### src/rtl/adc_rx_frontend.sv
// adc_rx_frontend
// Parallel-ADC receive front end: sequences the ADC output enable and settle
// period, double-registers the data/overflow pins, converts offset binary to
// two's complement, and keeps overflow statistics plus a windowed peak
// magnitude for gain monitoring.
module adc_rx_frontend #(
  parameter int DATA_W        = 16,
  parameter int OFFSET_BIN    = 1,
  parameter int SETTLE_CYCLES = 64,
  parameter int OVF_CNT_W     = 16,
  parameter int WIN_LOG2      = 10
) (
  input  logic                 clk,
  input  logic                 reset_n,
  input  logic                 enable,
  input  logic [DATA_W-1:0]    adc_d,
  input  logic                 adc_of,
  output logic                 adc_oe_n,
  output logic [DATA_W-1:0]    out_data,
  output logic                 out_of,
  output logic                 out_valid,
  input  logic                 ovf_clr,
  output logic [OVF_CNT_W-1:0] ovf_cnt,
  output logic                 ovf_sticky,
  output logic [DATA_W-1:0]    peak,
  output logic                 peak_valid,
  output logic                 running
);

  localparam int SETTLE_W = (SETTLE_CYCLES > 1) ? $clog2(SETTLE_CYCLES) : 1;
  localparam logic [SETTLE_W-1:0] SETTLE_LOAD = SETTLE_W'(SETTLE_CYCLES - 1);
  // Offset binary differs from two's complement only in the MSB.
  localparam logic [DATA_W-1:0] FMT_MASK =
    (OFFSET_BIN != 0) ? {1'b1, {(DATA_W-1){1'b0}}} : {DATA_W{1'b0}};

  typedef enum logic [1:0] {
    ST_IDLE   = 2'd0,
    ST_SETTLE = 2'd1,
    ST_RUN    = 2'd2
  } state_t;

  state_t                state_q;
  logic [SETTLE_W-1:0]   settle_q;
  logic                  oe_n_q;
  logic                  running_q;

  logic [DATA_W-1:0]     s1_data_q;
  logic                  s1_of_q;
  logic                  s1_vld_q;
  logic [DATA_W-1:0]     out_data_q;
  logic                  out_of_q;
  logic                  out_vld_q;

  logic [OVF_CNT_W-1:0]  ovf_cnt_q,  ovf_cnt_d;
  logic                  sticky_q,   sticky_d;
  logic                  ovf_hit_s;

  logic [DATA_W-1:0]     mag_s;
  logic [DATA_W-1:0]     run_max_q,  run_max_d;
  logic [WIN_LOG2-1:0]   win_cnt_q,  win_cnt_d;
  logic [DATA_W-1:0]     peak_q,     peak_d;
  logic                  peak_vld_q, peak_vld_d;

  // Absolute value of a two's-complement sample; the most negative code maps
  // to 2^(DATA_W-1), which still fits the unsigned result.
  function automatic logic [DATA_W-1:0] abs_val(input logic [DATA_W-1:0] x);
    if (x[DATA_W-1]) begin
      return (~x) + DATA_W'(1);
    end else begin
      return x;
    end
  endfunction

  function automatic logic [DATA_W-1:0] umax(input logic [DATA_W-1:0] a,
                                             input logic [DATA_W-1:0] b);
    if (a > b) begin
      return a;
    end else begin
      return b;
    end
  endfunction

  // Control FSM: output-enable, settle countdown and the running flag.
  always_ff @(posedge clk or negedge reset_n) begin
    if (!reset_n) begin
      state_q   <= ST_IDLE;
      settle_q  <= {SETTLE_W{1'b0}};
      oe_n_q    <= 1'b1;
      running_q <= 1'b0;
    end else begin
      case (state_q)
        ST_IDLE: begin
          if (enable) begin
            state_q   <= ST_SETTLE;
            settle_q  <= SETTLE_LOAD;
            oe_n_q    <= 1'b0;
            running_q <= 1'b0;
          end else begin
            oe_n_q    <= 1'b1;
            running_q <= 1'b0;
          end
        end
        ST_SETTLE: begin
          if (!enable) begin
            state_q   <= ST_IDLE;
            oe_n_q    <= 1'b1;
            running_q <= 1'b0;
          end else if (settle_q == {SETTLE_W{1'b0}}) begin
            state_q   <= ST_RUN;
            oe_n_q    <= 1'b0;
            running_q <= 1'b1;
          end else begin
            settle_q  <= settle_q - SETTLE_W'(1);
            oe_n_q    <= 1'b0;
            running_q <= 1'b0;
          end
        end
        ST_RUN: begin
          if (!enable) begin
            state_q   <= ST_IDLE;
            oe_n_q    <= 1'b1;
            running_q <= 1'b0;
          end else begin
            oe_n_q    <= 1'b0;
            running_q <= 1'b1;
          end
        end
        default: begin
          state_q   <= ST_IDLE;
          oe_n_q    <= 1'b1;
          running_q <= 1'b0;
        end
      endcase
    end
  end

  // Two-stage input pipeline; the valid bit is tagged at stage 1 and rides
  // with the sample so in-flight samples still emerge after a disable.
  always_ff @(posedge clk or negedge reset_n) begin
    if (!reset_n) begin
      s1_data_q  <= {DATA_W{1'b0}};
      s1_of_q    <= 1'b0;
      s1_vld_q   <= 1'b0;
      out_data_q <= {DATA_W{1'b0}};
      out_of_q   <= 1'b0;
      out_vld_q  <= 1'b0;
    end else begin
      s1_data_q  <= adc_d;
      s1_of_q    <= adc_of;
      s1_vld_q   <= (state_q == ST_RUN);
      out_data_q <= s1_data_q ^ FMT_MASK;
      out_of_q   <= s1_of_q;
      out_vld_q  <= s1_vld_q;
    end
  end

  assign ovf_hit_s = out_vld_q & out_of_q;

  // Overflow statistics; a clear still counts a coincident overflowed sample.
  always_comb begin
    ovf_cnt_d = ovf_cnt_q;
    sticky_d  = sticky_q;
    if (ovf_clr) begin
      ovf_cnt_d = ovf_hit_s ? OVF_CNT_W'(1) : {OVF_CNT_W{1'b0}};
      sticky_d  = ovf_hit_s;
    end else if (ovf_hit_s) begin
      if (ovf_cnt_q != {OVF_CNT_W{1'b1}}) begin
        ovf_cnt_d = ovf_cnt_q + OVF_CNT_W'(1);
      end else begin
        ovf_cnt_d = ovf_cnt_q;
      end
      sticky_d = 1'b1;
    end else begin
      ovf_cnt_d = ovf_cnt_q;
      sticky_d  = sticky_q;
    end
  end

  assign mag_s = abs_val(out_data_q);

  // Windowed peak: a partial window is dropped whenever the block is not running.
  always_comb begin
    run_max_d  = run_max_q;
    win_cnt_d  = win_cnt_q;
    peak_d     = peak_q;
    peak_vld_d = 1'b0;
    if (state_q != ST_RUN) begin
      run_max_d = {DATA_W{1'b0}};
      win_cnt_d = {WIN_LOG2{1'b0}};
    end else if (out_vld_q) begin
      if (win_cnt_q == {WIN_LOG2{1'b1}}) begin
        peak_d     = umax(run_max_q, mag_s);
        peak_vld_d = 1'b1;
        run_max_d  = {DATA_W{1'b0}};
        win_cnt_d  = {WIN_LOG2{1'b0}};
      end else begin
        run_max_d = umax(run_max_q, mag_s);
        win_cnt_d = win_cnt_q + WIN_LOG2'(1);
      end
    end else begin
      run_max_d = run_max_q;
      win_cnt_d = win_cnt_q;
    end
  end

  // Statistics and peak state registers.
  always_ff @(posedge clk or negedge reset_n) begin
    if (!reset_n) begin
      ovf_cnt_q  <= {OVF_CNT_W{1'b0}};
      sticky_q   <= 1'b0;
      run_max_q  <= {DATA_W{1'b0}};
      win_cnt_q  <= {WIN_LOG2{1'b0}};
      peak_q     <= {DATA_W{1'b0}};
      peak_vld_q <= 1'b0;
    end else begin
      ovf_cnt_q  <= ovf_cnt_d;
      sticky_q   <= sticky_d;
      run_max_q  <= run_max_d;
      win_cnt_q  <= win_cnt_d;
      peak_q     <= peak_d;
      peak_vld_q <= peak_vld_d;
    end
  end

  assign adc_oe_n   = oe_n_q;
  assign running    = running_q;
  assign out_data   = out_data_q;
  assign out_of     = out_of_q;
  assign out_valid  = out_vld_q;
  assign ovf_cnt    = ovf_cnt_q;
  assign ovf_sticky = sticky_q;
  assign peak       = peak_q;
  assign peak_valid = peak_vld_q;

endmodule

### config.mk
export PLATFORM = sky130hd
export DESIGN_NAME = adc_rx_frontend
export DESIGN_NICKNAME = d
export VERILOG_FILES = /design/src/rtl/adc_rx_frontend.sv
export SDC_FILE = /design/constraint.sdc
export NUM_CORES = 1
export LEC_CHECK = 0
export CAP_MARGIN = 10
export CELL_PAD_IN_SITES_DETAIL_PLACEMENT = 1
export CELL_PAD_IN_SITES_GLOBAL_PLACEMENT = 1
export CORE_MARGIN = 4
export CORE_UTILIZATION = 38
export DETAILED_ROUTE_END_ITERATION = 8
export GPL_TIMING_DRIVEN = 0
export PLACE_DENSITY_LB_ADDON = 0.1
export REMOVE_ABC_BUFFERS = 1
export SYNTH_ARGS = -nofsm -noshare
export SYNTH_HDL_FRONTEND = slang
export SYNTH_SLANG_ARGS = --single-unit
### constraint.sdc
create_clock -name clk -period 3.65 [get_ports clk]
set_input_delay 0.73 -clock clk [delete_from_list [all_inputs] [get_ports clk]]
set_output_delay 0.73 -clock clk [all_outputs]
set_load 0.05 [all_outputs]
# After elaboration in Yosys (flattened, before gate mapping)
# Cells that the tools add are included.
# totals
word_cells,78
register_bits,106
out_inout_bits,54
in_bits,21
# op_classes
reduce_logical,11
order_cmp,1
bitwise_logic,4
n_eq_ne,10
add_sub_neg,4
mux,32
# op_table
operator,n
$mux 16,8
$add 16x1->16 const B,2
$mux 10,3
$mux 6,3
$gt 16x16->1,1
$ne 16x16->1 const B,1
$not 16->16,1
$pmux 6 s2,1
$mux 1,11
$add 10x1->10 const B,1
$eq 10x10->1 const B,1
$ne 2x2->1 const B,5
$mux 2,4
$reduce_bool 2->1,4
$logic_not 6->1,1
$pmux 2 s3,1
$reduce_and 3->1,2
$sub 6x1->6 const B,1
$reduce_and 4->1,1
$ne 3x3->1 const B,1
$reduce_or 3->1,1
$eq 2x1->1 const B,1
$eq 2x2->1 const B,1
$logic_not 2->1,1
4 further kinds,5

# Logic depth before layout (Yosys ltp)
# logic_depth
word_depth,8
depth_mapped,14
ltp_nobuf,13

# Worst setup path after synthesis
# Ideal clock, no wire load.
# synth_path
path_kind,flip-flop to flip-flop
start,reg out_data_q[0] (netlist: out_data[0])
end,reg peak_q[0] (netlist: peak[0])
required_ps,3516
path_stages_with_launch,15
path_buffers,1
setup_ps,134
period_less_slack_ps,4011
t_arrival_ps,3877
path_slack_ps,-361
path_cell_list,dfrtp_1 inv_1 ha_1 or4b_1 or3_1 o31ai_1 xor2_1 ha_1 nand4_1 nor2_1 a221o_1 o31ai_1 clkbuf_1 mux2i_1 a21oi_1
# synth_via
elab_chain_cells,5
# synth_lines
element,line,text
from (decl),50,logic [DATA_W-1:0] out_data_q;
from (signal assigned),144,out_data_q <= {DATA_W{1'b0}};
from (signal assigned),151,out_data_q <= s1_data_q ^ FMT_MASK;
$not 16->16,68,return (~x) + DATA_W'(1);
$add 16x1->16,68,
$mux 16 *,67,if (x[DATA_W-1]) begin
$gt 16x16->1,76,if (a > b) begin
$mux 16 *,76,
to (signal assigned),213,peak_q <= {DATA_W{1'b0}};
to (signal assigned),220,peak_q <= peak_d;
to (decl),61,"logic [DATA_W-1:0] peak_q, peak_d;"
# Every way passes the cells marked *; elsewhere a longest branch is shown, timed or not.
# A chain may end at the register's enable or synchronous reset.

# Worst setup path after layout
# layout_path
start,reg out_data_q[7] (netlist: out_data[7])
end,reg peak_q[0] (netlist: peak[0])
# layout_via
elab_chain_cells,5
# layout_lines
element,line
$not 16->16,68
$add 16x1->16,68
$mux 16 *,67
$gt 16x16->1 *,76
$mux 16 *,76
# Marks and branches as above.

==> run metrics <==
Metal-1 WL 5520 um; die area around 14000 um^2; most common cell after layout, fill and taps aside dfrtp_1; met2 routed WL 5990 um; largest cells by area after synthesis dfrtp_1, ha_1, xor2_1; gpl congestion approximately 0.81; Top FF cell, synth dfrtp_1; setup ws final -0.106 ns; GR Overflow Total 0; area leader, netlist dfrtp_1; status complete, but fails checks; clk_lat worst skew around 0.35 ns; Final Setup Violations 32; Post-Syn Area ~4800 um^2; CTS root buf clkbuf_16; Global Route Usage Sum between 10% and 20%; detailed placement HPWL 8030 um; Hold EP out_data[7]; R2R setup slack -0.11 ns; fmax around 270 MHz; num ports 75; Initial Util about 39%; Post-DRT Antenna Nets 0; Leak between 2 and 3 nW; final critical-path share of the clock period 103%; Final Hold Viols 0; core area 12200 um^2; initial antenna violation count 0; first-pass GRT wire length 20200 um; most frequent cells in the layout dfrtp_1, clkdlybuf4s50_1, nand2_1; highest routed layer met4; sequential share of the synthesized area between 50 and 60%; synthesized flop and latch total 106; Layout Nets just under 600; Peak VDD IR approximately 0.18 mV; Worst EP required just under 4 ns; crit path kind flop to flop; clk_skew between 0.007 and 0.008 ns; vias post-DR roughly 3600; Worst Min Path Start s1_data_q[7]; Hold Crit Depth 0; H-tree depth 3; worst r2r dst peak[0]; Setup crit start kind flop; CP Max Fanout 5; min cycle time layout ~3.8 ns; largest net degree at the start of global routing 66; RR Startpoint out_data[7]; WL met3 406 um; top-area cell type share of the netlist area between 50% and 60%; Filler Cells Inserted about 1300; number of buffers added on ports between 70 and 80; Netlist cell types 46; CTS tree built; initial drt markers 128; max-cap viol count 0; CTS clk-pin slew, worst paths ~0.07 ns; crit path DAT a little under 4 ns; first drt pass iteration count 4; Area Overhead vs Synth 34.5%; syn avg cell area 10.7 um^2; synthesized instance count between 400 and 500; # DRC 0; ant diodes 0; CTS Buffer Depth 2; Clock Sinks 106; Die X between 100 and 150 um; Yosys warnings 0; Hold Crit Class flop to flop; violations in the final reports negative setup slack; vias per cell between 5 and 6; RSZ-0062 raised after global routing true; Final Max Slew Viols 0; pre-CTS setup slack -1.13 ns; Slew @ Worst Pin slightly below 0.8 ns; cts bufs inserted 9; Relative slew margins a little under half; Worst setup EP type flop; Die Ht approximately 120 um; Post-Route WL between 10000 and 15000 um; asr flop ratio synth 100%; Power, Total 2.53 mW; r2r worst-path depth 14; num rows 40; Post-synth EDFFs 0; WL per Instance 16.9 um; vias in the first global route between 3000 and 4000; fraction of layout instances using a drive strength above 1 ~15%; PD cells 394 nW/um^2
## flip-flops by register name (all words and copies together), names as in the netlist
| register | flops |
|---|---|
| ovf_cnt | 16 |
| peak_valid | 1 |
| s1_vld_q | 1 |
| s1_of_q | 1 |
| s1_data_q | 16 |
| out_of | 1 |
| run_max_q | 16 |
| state_q | 2 |
| peak | 16 |
| adc_oe_n | 1 |
| settle_q | 6 |
| win_cnt_q | 10 |
| ovf_sticky | 1 |
| out_data | 16 |
| running | 1 |
| out_valid | 1 |
## cells in the mapped netlist, types with 2 or more instances
cell type,n
clkbuf_1,9
nor4_1,2
or4_4,2
xor2_1,25
and4_1,4
nand2_1,52
mux2i_1,4
nand3_1,10
nor3_1,4
a31oi_1,2
o21ai_1,15
and2_1,14
dfrtp_1,105
a21oi_1,16
o31ai_1,4
nor2_1,29
ha_1,24
nor3b_1,2
o21ai_0,39
nand2b_1,2
or2_2,4
xnor2_1,6
nand4_1,10
o2bb2ai_1,16
or3_1,4
and3_1,7
inv_1,15
## metrics by stage
stage               area (um^2)  util (%)  TNS, ns  hold slack [ns]  cells
floorplan                  4730         -   -47.34            0.331    434
global placement           5680      46.7  -325.01            0.332    676
detailed placement         5730      47.1   -23.43            0.336    678
CTS                        6280      51.6    -2.96            0.353    715
global route               6420      52.8    -8.38            0.356    719
finish                     6420      52.8    -1.98            0.350    719
## final cells by class
| class | instances | area (um^2) | area share (%) |
|---|---|---|---|
| Multi-Input combinational cell | 313 | 2190 | 34.2 |
| Tap cell | 168 | 210 | 3.27 |
| Clock inverter | 6 | 48.8 | 0.760 |
| Inverter | 15 | 56.3 | 0.877 |
| Timing Repair Buffer | 101 | 1020 | 15.8 |
| Sequential cell | 106 | 2650 | 41.3 |
| Clock buffer | 10 | 239 | 3.72 |
## power breakdown
| group | total (mW) | switching (mW) | internal, mW |
|---|---|---|---|
| registers | 1.26 | 0.0424 | 1.21 |
| logic | 0.314 | 0.184 | 0.130 |
| clock network | 0.958 | 0.468 | 0.490 |
| total | 2.53 | 0.694 | 1.83 |
## cell families after synthesis
family	after synthesis	synth area share, %
compound gates	102	13.3
fa+ha+maj	24	6.29
flops	106	55.6
xor+xnor	32	6.03
mux	4	0.839
buf+inv	26	2.07
simple gates	151	15.8
## worst max-delay path, cell delays in order, from the launching register on
cell and delay, ns:
dfrtp_1 0.42, or4_4 0.50, or4_4 0.54, o41ai_4 0.27
xor2_2 0.20, ha_1 0.27, nand4_1 0.17, nor2_1 0.07
a221o_1 0.35, o31ai_4 0.21, buf_6 0.14, buf_6 0.09
buf_6 0.11, mux2i_1 0.18, a21oi_1 0.08
## what timing repair did
action,CTS,global route
gates resized for setup,16,30
gates cloned,1,0
hold endpoints to repair,0,0
pin swaps,8,11
buffers inserted,20,5
setup endpoints to repair,32,32
hold buffers,0,0
## routing by layer
layer  global-route usage (%)  up-vias
met5                        0        -
met2                     30.1       58
met3                     3.20       13
met4                     6.23        0
li1                         -     1757
met1                     22.3     1815
## worst max path at each step
| stage | start | endpoint | cells after the start |
|---|---|---|---|
| floorplan | out_data[0] | run_max_q[0] | 13 |
| global placement | out_data[0] | run_max_q[0] | 13 |
| detailed placement | out_data[0] | run_max_q[0] | 13 |
| CTS | out_data[6] | run_max_q[0] | 13 |
| global route | out_data[2] | peak[0] | 14 |
| finish | out_data[7] | peak[0] | 14 |
Note: power is estimated with default switching activity, not from simulation.
